<file path="config.mk">
export PLATFORM = sky130hd
export DESIGN_NAME = dmac_reg_bank
export DESIGN_NICKNAME = d
export VERILOG_FILES = /design/src/rtl/dmac_reg_bank.sv
export SDC_FILE = /design/constraint.sdc
export NUM_CORES = 1
export LEC_CHECK = 0
export ABC_AREA = 1
export CORE_UTILIZATION = 26
export CTS_BUF_LIST = sky130_fd_sc_hd__clkbuf_4 sky130_fd_sc_hd__clkbuf_8
export CTS_CLUSTER_DIAMETER = 30
export DETAILED_ROUTE_END_ITERATION = 6
export PLACE_DENSITY = 0.52
export SETUP_SLACK_MARGIN = 0.02
export SYNTH_ARGS = -nofsm -noshare
export SYNTH_HDL_FRONTEND = slang
export SYNTH_SLANG_ARGS = --single-unit
</file>
<file path="constraint.sdc">
create_clock -name s_HCLK -period 2.3 [get_ports s_HCLK]
set_input_delay 0.69 -clock s_HCLK [delete_from_list [all_inputs] [get_ports s_HCLK]]
set_output_delay 0.69 -clock s_HCLK [all_outputs]
set_load 0.02 [all_outputs]
</file>
<file path="src/rtl/dmac_reg_bank.sv">
// DMAC register bank with channel-0 start/abort control and terminal-count IRQ.
// Ports: AHB offset/data/qualifiers in, dma_done in; registers, IRQ, start/abort out.
module dmac_reg_bank (
  input  logic        s_HCLK,
  input  logic        s_HRESETn,
  input  logic [31:0] s_HADDR,
  input  logic [31:0] s_HWDATA,
  input  logic        load_ahb_addr,
  input  logic        write_out_reg,
  input  logic        dma_done,
  output logic [11:0] DMAC_HADDR_REG,
  output logic        DMAC_Configuration,
  output logic [31:0] DMAC_C0_SrcAddr,
  output logic [31:0] DMAC_C0_DestAddr,
  output logic [14:0] DMAC_C0_Control,
  output logic        DMAC_C0_Configuration,
  output logic        DMACINTR_mask,
  output logic        DMACINTR_pend,
  output logic        DMACINTR,
  output logic        dma_start,
  output logic        dma_abort
);

  localparam logic [11:0] ADDR_CFG  = 12'h030;
  localparam logic [11:0] ADDR_SRC  = 12'h100;
  localparam logic [11:0] ADDR_DST  = 12'h104;
  localparam logic [11:0] ADDR_CTL  = 12'h10C;
  localparam logic [11:0] ADDR_CH   = 12'h110;

  localparam logic [0:0] ST_IDLE   = 1'b0;
  localparam logic [0:0] ST_ACTIVE = 1'b1;

  logic [11:0] r_haddr;
  logic        r_cfg;
  logic [31:0] r_src;
  logic [31:0] r_dst;
  logic [14:0] r_ctl;
  logic [0:0]  r_state;
  logic        r_mask;
  logic        r_pend;
  logic        r_intr;
  logic        r_start;
  logic        r_abort;

  logic w_active;
  logic w_wr_cfg;
  logic w_wr_src;
  logic w_wr_dst;
  logic w_wr_ctl;
  logic w_wr_ch;
  logic w_done;
  logic w_start;
  logic w_abort;
  logic w_cfg_ok;

  // Decode uses the offset latched before this edge, so a
  // back-to-back address phase cannot steer the current write.
  assign w_active = (r_state == ST_ACTIVE);
  assign w_wr_cfg = write_out_reg && (r_haddr == ADDR_CFG);
  assign w_wr_src = write_out_reg && (r_haddr == ADDR_SRC);
  assign w_wr_dst = write_out_reg && (r_haddr == ADDR_DST);
  assign w_wr_ctl = write_out_reg && (r_haddr == ADDR_CTL);
  assign w_wr_ch  = write_out_reg && (r_haddr == ADDR_CH);

  assign w_done  = dma_done && w_active;
  assign w_start = w_wr_ch && s_HWDATA[0] && !w_active && r_cfg;
  // Completion in the same cycle as a disable suppresses abort.
  assign w_abort = w_wr_ch && !s_HWDATA[0] && w_active && !dma_done;
  // Global disable is refused while the channel still runs.
  assign w_cfg_ok = s_HWDATA[0] || !w_active;

  always_ff @(posedge s_HCLK or negedge s_HRESETn) begin
    if (!s_HRESETn) begin
      r_haddr <= '0;
      r_cfg   <= 1'b0;
      r_src   <= '0;
      r_dst   <= '0;
      r_ctl   <= '0;
      r_state <= ST_IDLE;
      r_mask  <= 1'b0;
      r_pend  <= 1'b0;
      r_intr  <= 1'b0;
      r_start <= 1'b0;
      r_abort <= 1'b0;
    end else begin
      if (load_ahb_addr)
        r_haddr <= s_HADDR[11:0];
      if (w_wr_cfg && w_cfg_ok)
        r_cfg <= s_HWDATA[0];
      if (w_wr_src && !w_active)
        r_src <= s_HWDATA;
      if (w_wr_dst && !w_active)
        r_dst <= s_HWDATA;
      if (w_wr_ctl && !w_active)
        r_ctl <= s_HWDATA[14:0];
      if (w_done || w_abort)
        r_state <= ST_IDLE;
      else if (w_start)
        r_state <= ST_ACTIVE;
      if (w_wr_ch)
        r_mask <= s_HWDATA[1];
      // Set beats write-1-to-clear.
      if (w_done)
        r_pend <= 1'b1;
      else if (w_wr_ch && s_HWDATA[2])
        r_pend <= 1'b0;
      r_intr  <= r_pend && r_mask;
      r_start <= w_start;
      r_abort <= w_abort;
    end
  end

  assign DMAC_HADDR_REG        = r_haddr;
  assign DMAC_Configuration    = r_cfg;
  assign DMAC_C0_SrcAddr       = r_src;
  assign DMAC_C0_DestAddr      = r_dst;
  assign DMAC_C0_Control       = r_ctl;
  assign DMAC_C0_Configuration = r_state;
  assign DMACINTR_mask         = r_mask;
  assign DMACINTR_pend         = r_pend;
  assign DMACINTR              = r_intr;
  assign dma_start             = r_start;
  assign dma_abort             = r_abort;

endmodule

</file>
Yosys cells after proc, flatten, opt, wreduce, memory -nomap -nowiden. Index checks and enable logic that the tools add are counted.

Input port bits: 69. Memories: 0. Bits in read-only memories: 0. Bits in writable memories: 0. Flip-flop bits (word level): 98. Word-level logic and storage cells: 45. Bits in latches: 0.

$mul: 0. Reductions and logical operators: 25. Equal/unequal tests: 5. Shift operators: 0. Bitwise gates (word level): 0. Add/sub/neg operators: 0. Divide/modulo/power cells: 0. Mux-type cells: 4. Order comparisons: 0.

Operator list (count): 12-bit by 9-bit == test with 1-bit output (second input constant) (4); 1-bit logical AND (18); 12-bit by 6-bit == test with 1-bit output (second input constant) (1); 1-bit 2-to-1 mux (4); 2-bit nonzero test (2); 1-bit zero test (3); 1-bit logical OR (2).

Logic depth before layout (Yosys ltp). Gate-level depths: netlist (run 1).

Depth after elaboration: 7. Gate-level depth with buffers: 8. Depth with buffers taken out: 7.

Worst setup path before layout (run 1). Ideal clock, no wire load.

Path type: input port to flip-flop. Start: in write_out_reg. End: reg r_ctl[10] (netlist: DMAC_C0_Control[10]). Required time: 2.177 ns. Arrival time: 1.392 ns. Cell stages on the path: 6. Path buffers: 1. Slack: 0.785 ns. Cell sequence: nand2_1 inv_2 nand4_2 clkbuf_1 o21ai_0 nand2_1.

Word-level cells in the longest chain between the ends: 2.

RTL lines: start, declared (line 9) `input logic write_out_reg,`; 1-bit logical AND (line 62) `assign w_wr_ctl = write_out_reg && (r_haddr == ADDR_CTL);`; 1-bit logical AND (line 94) `if (w_wr_ctl && !w_active)`; end signal, assigned (line 95) `r_ctl <= s_HWDATA[14:0];`; end, declared (line 37) `logic [14:0] r_ctl;`.

Every way passes these cells. A chain may end at the register's enable or synchronous reset.

Final worst setup path (run 1).
Start: reg r_haddr[2] (netlist: DMAC_HADDR_REG[2]). End: out DMAC_HADDR_REG[2].

RTL lines: start, declared (line 33) `logic [11:0] r_haddr;`; start signal, assigned (line 87) `r_haddr <= s_HADDR[11:0];`; end, declared (line 11) `output logic [11:0] DMAC_HADDR_REG,`.

No word-level cell between the ends.

==> results.ini, run 1 <==
[worst_setup_path]
r2r_setup_slack_ps = 530
cp-start-kind = flop
worstSetupPathType = flop to output pin
cp-end-kind = output pin
r2r_start = DMAC_HADDR_REG[11]
max_stage_delay_ps = 650
cpLargestDelayFamily = buffers and inverters
cp_num_cells = 1
critPathLaunch = DMAC_HADDR_REG[2]
cp_slowest_cell = clkdlybuf4s50_1
crit_end = DMAC_HADDR_REG[2]
path_cells = clkdlybuf4s50_1
cp.required_ps = 1610
critPathBufInv = 1
ff2ff_path_depth = 7
path_max_fanout = 5
cp.arrival_ps = 1460
r2r-end = DMAC_C0_Control[2]

[global_routing]
grt_pass1_wl_mm = 17.2
grt_usage = 0.139
grt_max_degree = 99
grt_pass1_vias = 3223
gr-total-overflow = 0
antenna_found_initial = 0

[status]
status = finished clean

[placed_design]
dp_hpwl_mm = 7.12
place.gp.congestion = 0.794
pre_cts_slack_ps = 125
io_buffers = 146

[synth]
yosys.area_share.simple = 0.180
synth_area_leader_cell = dfrtp_1
ys_types = 23
ys_ff_latch = 98
synth.net_count = 495
syn-cell-area_um2 = 4000
ys_warn_count = 0
synth_fa_ha_area_frac = 0
synth_area_leaders = dfrtp_1, nand2_1, o21ai_1
synth_xor_area_frac = 0
synth-compound-area-share = 0.111
syn_inst = 426
avgSynthCellArea_um2 = 9.38
synthMuxAreaShare = 0.0197
ys_seq_area_frac = 0.614
synth_top_area_frac = 0.614
synth_top_family_by_area = simple AND/OR/NAND/NOR gates

[detailed_routing]
met1_length_mm = 5.19
drt_drc_violations_left = 0
met3_length_um = 575
vias = 3281
ant_nets = 0
via_per_inst = 4.31
routedWlPerCell_um = 14.0
top_layer = met4
routed_wl_mm = 10.7
dr.pass1.iters = 5
drt_iter0_markers = 85
dr_wl_met2_mm = 4.71

[clocking]
cts_max_path_buffers = 2
cts_tree = built
htreeDepth = 3
clk_pin_slew_ps = 90
cts_made_buffers = 9
root_buffer = clkbuf_8
post_cts_buffers = 0
ctsHoldBuffers = 0
cts_resized = 0
worstSkewPairLatency_ps = 380
clock-sinks = 98

[sta]
min_period_over_period = 0.935
setup_viol = 0
clock_skew_ps = 13.0
rsz0062_at_grt = false
min_period_ps = 2150
fin_ws_ps = 149
fin_tns_setup_ps = 0
max_freq_mhz = 465
slew-limit-headroom = 0.634
drv_slew = 0
max_slew.worst_pin.slew_ps = 550
hold_viol = 0

[power_and_ir_drop]
p_leak_nw = 2.89
ir_worst_vdd_mv = 0.261
power_density_nw_per_um2 = 593

[final_layout]
drive_gt1_frac = 0.0867
area_growth_pct = 48.4
diodes = 0
fin_nets = 641

[job]
maxCapViolations = 0

[die]
die_x_um = 126
ios = 167
die_area_um2 = 15900
core_area_um2 = 14800
std_cell_rows = 44
initial_utilization = 0.271
die_h_um = 126

[min_path]
hold_path_class = input pin to async pin

[cells in the mapped netlist]
cell / n
inv_2: 2
o21ai_2: 1
buf_6: 5
nand2_2: 1
nand4_2: 2
mux2_2: 7
o21ai_0: 26
dfrtp_1: 98
clkbuf_1: 6
nor2_1: 7
o21ai_1: 61
nand2_1: 143
nor2_8: 1
nand2_4: 1
clkbuf_2: 1
nor2_2: 4
buf_2: 6
nand3_1: 4
nor3_1: 1
nor2_4: 2
buf_4: 3
nand3_2: 2
inv_1: 42
[how the worst min path moves through the flow]
stage                            to  slack [ps]  cells past startpoint
6_report       DMAC_C0_DestAddr[24]         360                      2
5_1_grt         DMAC_C0_SrcAddr[26]         400                      2
4_1_cts         DMAC_C0_SrcAddr[26]         380                      2
3_5_place_dp   DMAC_C0_DestAddr[17]         470                      2
3_3_place_gp   DMAC_C0_DestAddr[23]         470                      2
2_1_floorplan              DMACINTR         390                      0
[layer usage]
metal,track usage,vias up
met4,0.0617,0
li1,-,1631
met5,0,-
met3,0.0357,11
met1,0.187,1546
met2,0.212,93
[final cells by class]
class,count,area [um2]
clock inverters,7,118
inverters,44,165
multi-input cells,263,1240
clock buffers,9,124
repair buffers,156,1600
well taps,184,230
flip-flops and latches,98,2450
fillers,1510,8830
[logic make-up (layout without fill, tap and decap cells)]
| family | after synthesis | count (layout) |
|---|---|---|
| AOI/OAI and AO/OA | 88 | 88 |
| buffers and inverters | 65 | 216 |
| DFF | 98 | 98 |
| muxes | 7 | 7 |
| and+or+nand+nor | 168 | 168 |
[cells in the final DEF, fill, tap and decap left out]
cell type,synthesis,routed
clkdlybuf4s50_1,0,145
nand3_1,4,4
buf_12,0,5
bufinv_16,0,3
nand3_2,2,2
nor3_1,1,1
nor2_2,4,4
o21ai_2,1,1
o21ai_0,26,26
o21ai_1,61,61
buf_4,3,6
nand2_1,143,143
nand2_2,1,1
inv_2,2,2
nand2_4,1,1
clkbuf_8,0,9
dfrtp_1,98,98
nor2_8,1,1
mux2_2,7,7
nand4_2,2,2
nor2_4,2,2
inv_1,42,42
clkinv_2,0,1
nor2_1,7,7
clkinvlp_4,0,3
[where the power goes]
group,internal [mW],switching (mW),total (mW)
combinational,0.178,0.190,0.368
clock,0.720,0.635,1.35
sequential,1.76,0.0316,1.79
total,2.66,0.856,3.51
[sequential cells by signal, indices dropped and copies added, names as in the netlist]
| register | count |
|---|---|
| DMAC_HADDR_REG | 12 |
| DMAC_C0_SrcAddr | 32 |
| DMACINTR_pend | 1 |
| DMAC_C0_Configuration | 1 |
| DMAC_C0_DestAddr | 32 |
| DMAC_C0_Control | 15 |
| dma_abort | 1 |
| DMAC_Configuration | 1 |
| DMACINTR_mask | 1 |
| dma_start | 1 |
| DMACINTR | 1 |
[stage by stage]
stage | utilization | hold WS (ps) | power [mW] | area [um2] | instances
after global placement | 0.385 | 466 | 2.20 | 5690 | 745
after CTS | 0.402 | 378 | 3.58 | 5930 | 761
after detailed placement | 0.385 | 470 | 2.20 | 5690 | 745
after global routing | 0.402 | 403 | 3.67 | 5930 | 761
final | 0.402 | 358 | 3.51 | 5930 | 761
after floorplan | - | 394 | 1.96 | 4000 | 426
Power figures use the tool's default switching activity.
==> run 2, diff against run 1 <==
==> constraint.sdc (replaced) <==
create_clock -name s_HCLK -period 2.3 [get_ports s_HCLK]
set_input_delay 0.69 -clock s_HCLK [delete_from_list [all_inputs] [get_ports s_HCLK]]
set_output_delay 0.69 -clock s_HCLK [all_outputs]
set_load 0.1 [all_outputs]
==> run 2 against run 1 <==
First-iteration DRC count is 35% higher. Combinational power increased by 63%. Largest cell class unchanged. Critical endpoint is now DMAC_C0_Configuration. Die area stayed put.
==> results.ini, run 2 (synthesis gave the netlist of run 1 again) <==
[detailed_routing]
routed_wl_mm = 10.7  ; +0.63%
vias = 3311  ; +0.91%
ant_nets = 0  ; unchanged
via_per_inst = 4.35  ; +0.78%
drt_drc_violations_left = 0  ; unchanged
dr.pass1.iters = 4  ; -1
drt_iter0_markers = 115  ; +35%
routedWlPerCell_um = 14.1  ; +0.50%

[worst_setup_path]
r2r_setup_slack_ps = 510  ; -20 ps
cp-end-kind = output pin
max_stage_delay_ps = 420  ; -230 ps
cp_slowest_cell = dfrtp_1
worstSetupPathType = flop to output pin
path_max_fanout = 4  ; -1
critPathBufInv = 1  ; unchanged
cp.required_ps = 1610  ; about the same
ff2ff_path_depth = 7  ; unchanged
cp-start-kind = flop
r2r_start = DMAC_HADDR_REG[11]
cpLargestDelayFamily = flip-flops
cp_num_cells = 1  ; unchanged
cp.arrival_ps = 1110  ; -350 ps
crit_end = DMAC_C0_Configuration
critPathLaunch = DMAC_C0_Configuration
path_cells = buf_4
r2r-end = DMAC_C0_Control[4]

[job]
maxCapViolations = 0  ; unchanged

[clocking]
cts_tree = built
post_cts_buffers = 0  ; unchanged
clock-sinks = 98  ; unchanged
ctsHoldBuffers = 0  ; unchanged
clk_pin_slew_ps = 90  ; about the same
cts_max_path_buffers = 2  ; unchanged
cts_made_buffers = 9  ; unchanged
root_buffer = clkbuf_8
worstSkewPairLatency_ps = 370  ; about the same
cts_resized = 0  ; unchanged
htreeDepth = 3  ; unchanged

[sta]
max_slew.worst_pin.slew_ps = 523  ; -26.3 ps
min_period_ps = 1800  ; -348 ps
max_freq_mhz = 555  ; +19%
hold_viol = 0  ; unchanged
fin_hold_ws_ps = 370  ; +11.7 ps
drv_slew = 0  ; unchanged
fin_tns_setup_ps = 0  ; unchanged
clock_skew_ps = 8.08  ; -4.95 ps
min_period_over_period = 0.784  ; -0.151
rsz0062_at_grt = false
setup_viol = 0  ; unchanged
slew-limit-headroom = 0.651  ; +0.0175

[final_layout]
diodes = 0  ; unchanged
area_growth_pct = 41.5
fin_nets = 642  ; +0.16%
final_cell_mix = nand2_1, buf_4, dfrtp_1
drive_gt1_frac = 0.258  ; +0.171
final_common_cell = nand2_1
fillers = 1501  ; -0.60%

[min_path]
hold_path_class = input pin to async pin

[placed_design]
io_buffers = 146  ; unchanged
dp_hpwl_mm = 7.33  ; +2.9%
place.gp.congestion = 0.775  ; -2.4%

[global_routing]
grt_pass1_vias = 3300  ; +2.4%
grt_pass1_wl_mm = 17.5  ; +1.8%
grt_usage = 0.142  ; +0.00274
grt_max_degree = 99  ; unchanged
antenna_found_initial = 0  ; unchanged
gr-total-overflow = 0  ; unchanged

[status]
status = finished clean

[die]
die_x_um = 126  ; unchanged
die_h_um = 126  ; unchanged
initial_utilization = 0.271  ; unchanged
core_area_um2 = 14800  ; unchanged
ios = 167  ; unchanged
die_area_um2 = 15900  ; unchanged
std_cell_rows = 44  ; unchanged

[power_and_ir_drop]
power_density_nw_per_um2 = 621  ; +4.7%
p_leak_nw = 3.07  ; +6.2%
ir_worst_vdd_mv = 0.422  ; +62%

run 2: changes by cell type in the layout (fill, tap and decap cells not counted), sizes merged:
cell           change
buf               +99
bufinv             -2
clkbuf             +2
clkdlybuf4s50     -98
clkinv             +1
clkinvlp           -1
run 2: where the power goes:
| group | leakage [nW] | switching, mW | internal, mW |
|---|---|---|---|
| logic | 1.64 | 0.432 | 0.167 |
| clock network | 0.0962 | 0.593 | 0.524 |
| registers | 1.33 | 0.0341 | 1.76 |
| total | 3.07 | 1.06 | 2.45 |
run 2: worst register-to-register path: stages (launching register included):
cell	delay [ps]
dfrtp_1	420
nor2_2	170
nand2_2	110
nor2_8	140
nand2_4	290
buf_4	320
o21ai_0	170
nand2_1	70
run 2: worst min-delay path by stage:
stage / startpoint / end / slack (ps) / cells after the start
CTS: s_HRESETn / DMAC_C0_DestAddr[24] / 370 / 2
floorplan: s_HRESETn / DMACINTR / 390 / 0
global route: s_HRESETn / DMAC_C0_DestAddr[24] / 380 / 2
detailed placement: DMAC_C0_DestAddr[17] / DMAC_C0_DestAddr[17] / 470 / 2
global placement: DMAC_C0_DestAddr[17] / DMAC_C0_DestAddr[17] / 470 / 2
finish: s_HRESETn / DMAC_C0_DestAddr[29] / 370 / 2
run 2: area by class of cell:
cell class | count | area [um2] | share of cell area
clock buffer | 11 | 139 | 0.0246
clock inverter | 5 | 55.1 | 0.00974
inverter | 44 | 165 | 0.0292
multi-input combinational | 263 | 1240 | 0.220
sequential | 98 | 2450 | 0.434
tap | 184 | 230 | 0.0407
timing repair buffer | 157 | 1370 | 0.243
run 2: metal layers:
metal	GRT usage	vias to the layer above	share of wire
met1	0.184	1573	0.46
li1	-	1631	-
met3	0.0459	8	0.060
met4	0.0489	0	0.013
met5	0	-	0
met2	0.223	99	0.46
run 2: per-stage QoR:
step                power [mW]  cells  utilization  worst slack, ps  cell area, um2
finish                    3.51    762        0.383              498            5650
global route              3.69    762        0.383              344            5650
CTS                       3.59    762        0.383              453            5650
detailed placement        2.43    746        0.370              148            5460
global placement          2.43    746        0.370              154            5460
floorplan                 2.19    426            -              314            4000
==> run 3, diff against run 2 <==
--- a/config.mk
+++ b/config.mk
@@ -10,7 +10,7 @@
 export CTS_BUF_LIST = sky130_fd_sc_hd__clkbuf_4 sky130_fd_sc_hd__clkbuf_8
 export CTS_CLUSTER_DIAMETER = 30
 export DETAILED_ROUTE_END_ITERATION = 6
-export PLACE_DENSITY = 0.52
+export PLACE_DENSITY = 0.54
 export SETUP_SLACK_MARGIN = 0.02
 export SYNTH_ARGS = -nofsm -noshare
 export SYNTH_HDL_FRONTEND = slang
==> constraint.sdc (replaced) <==
create_clock -name s_HCLK -period 1.45 [get_ports s_HCLK]
set_input_delay 0.435 -clock s_HCLK [delete_from_list [all_inputs] [get_ports s_HCLK]]
set_output_delay 0.435 -clock s_HCLK [all_outputs]
set_load 0.1 [all_outputs]
==> run 3 against run 2 <==
The run now ends with negative setup slack left. Sequential power increased by 61%. Worst hold slack improved by 130 ps. Via count increased by 8.9%. Critical endpoint is now DMAC_HADDR_REG[6]. Largest power group unchanged. Highest routed layer unchanged.
==> results.ini, run 3 (synthesis gave the netlist of run 1 again) <==
[sta]
rsz0062_at_grt = true
hold_viol = 0  ; unchanged
max_slew.worst_pin.slew_ps = 324  ; -199 ps
fin_ws_ps = -180  ; -677 ps
fin_tns_setup_ps = -9140  ; -9140 ps
setup_viol = 93  ; +93
min_period_over_period = 1.12
clock_skew_ps = 11.0  ; +2.88 ps
drv_slew = 0  ; unchanged
min_period_ps = 1630
slew-limit-headroom = 0.784  ; +0.133
fin_hold_ws_ps = 495  ; +125 ps
max_freq_mhz = 614

[die]
ios = 167  ; unchanged
initial_utilization = 0.271  ; unchanged
die_x_um = 126  ; unchanged
std_cell_rows = 44  ; unchanged
die_h_um = 126  ; unchanged
die_area_um2 = 15900  ; unchanged
core_area_um2 = 14800  ; unchanged

[final_layout]
final_cell_mix = buf_12, dfrtp_1, nand2_1
fin_nets = 706  ; +10%
utilization = 0.532  ; +0.148
instances_no_fill = 826  ; +8.4%
drive_gt1_frac = 0.467  ; +0.210
final_common_cell = buf_12
fillers = 1322  ; -12%
area_growth_pct = 96.3
diodes = 0  ; unchanged

[detailed_routing]
routedWlPerCell_um = 14.6  ; +3.5%
vias = 3606  ; +8.9%
drt_drc_violations_left = 0  ; unchanged
ant_nets = 0  ; unchanged
via_per_inst = 4.37  ; +0.47%
routed_wl_mm = 12.0  ; +12%
drt_iter0_markers = 149  ; +30%
dr.pass1.iters = 4  ; unchanged

[power_and_ir_drop]
p_leak_nw = 3.87  ; +26%
power_density_nw_per_um2 = 754  ; +21%
ir_worst_vdd_mv = 0.508  ; +20%

[job]
maxCapViolations = 0  ; unchanged

[clocking]
clk_pin_slew_ps = 90  ; about the same
cts_max_path_buffers = 2  ; unchanged
worstSkewPairLatency_ps = 380  ; about the same
cts_tree = built
htreeDepth = 3  ; unchanged
clock-sinks = 98  ; unchanged
root_buffer = clkbuf_8
cts_made_buffers = 9  ; unchanged

[global_routing]
grt_pass1_vias = 3710  ; +12%
antenna_found_initial = 0  ; unchanged
grt_usage = 0.157  ; +0.0148
grt_max_degree = 65  ; -34%
grt_pass1_wl_mm = 19.3  ; +10%
gr-total-overflow = 0  ; unchanged

[worst_setup_path]
cp.required_ps = 1020  ; -590 ps
cp_slowest_cell = dfrtp_2
max_stage_delay_ps = 420  ; about the same
path_cells = buf_4 -> buf_6 -> buf_12
cp.arrival_ps = 1190  ; +80 ps
worstSetupPathType = flop to output pin
path_max_fanout = 2  ; -2
critPathBufInv = 3  ; +2
cp-start-kind = flop
cpLargestDelayFamily = flip-flops
critPathLaunch = DMAC_HADDR_REG[6]
cp-end-kind = output pin
r2r_start = DMAC_HADDR_REG[5]

[placed_design]
dp.cells = 773  ; +3.6%
place.gp.congestion = 0.767  ; -1.1%
dp_hpwl_mm = 8.30  ; +13%
io_buffers = 146  ; unchanged

[status]
violations = negative setup slack
status = finished with violations

[min_path]
hold_path_class = input pin to async pin

==> run 3: final timing paths <==
kind                       cells past startpoint                   to  slack [ps]
max                                            3    DMAC_HADDR_REG[6]        -180
min                                            2    DMAC_HADDR_REG[7]         500
max reg2reg                                    9  DMAC_C0_SrcAddr[17]        -160
min reg2reg                                    2  DMAC_C0_DestAddr[0]         550
max in group asynchronous                      3  DMAC_C0_SrcAddr[11]         420
min in group s_HCLK                            2  DMAC_C0_DestAddr[0]         550
==> run 3: power by group <==
part	internal (mW)	switching, mW
Combinational	0.552	0.790
Sequential	2.81	0.0700
Clock	0.748	0.943
Total	4.11	1.80
==> run 3: worst reg2reg max path, cell delays in order (launching register included) <==
cell	delay (ps)
dfrtp_4	490
buf_6	130
inv_4	50
nand3_4	80
nor2_8	130
buf_6	110
nand3_2	70
buf_12	210
nand2_1	130
o21ai_1	80
==> run 3: metrics by stage <==
step,cell area [um2],total power [mW],setup WS [ps]
floorplan,4100,3.52,-166
global placement,6970,4.16,-473
detailed placement,6970,4.17,-495
CTS,7550,5.97,-189
global route,7840,6.16,-232
finish,7840,5.91,-180
==> run 3: layout make-up <==
cell class	count	area [um2]	area share
inverters	44	168	0.0214
clock inverters	2	12.5	0.00160
multi-input cells	263	1570	0.200
flip-flops and latches	98	2490	0.318
clock buffers	14	168	0.0214
repair buffers	221	3210	0.409
well taps	184	230	0.0294
==> run 3: routing by layer <==
layer	track usage	part of all wire
met5	0	0
met3	0.0395	0.054
met2	0.263	0.49
met4	0.0638	0.024
met1	0.193	0.43
==> run 3: repair_timing <==
item / 4_1_cts / 5_1_grt
setup endpoints to repair: 174 / 181
pin swaps: 15 / 9
resized for setup: 61 / 59
buffers inserted: 23 / 11
gates cloned: 1 / 2
hold buffers: 1 / 0
endpoints found under the hold margin: 19 / 0
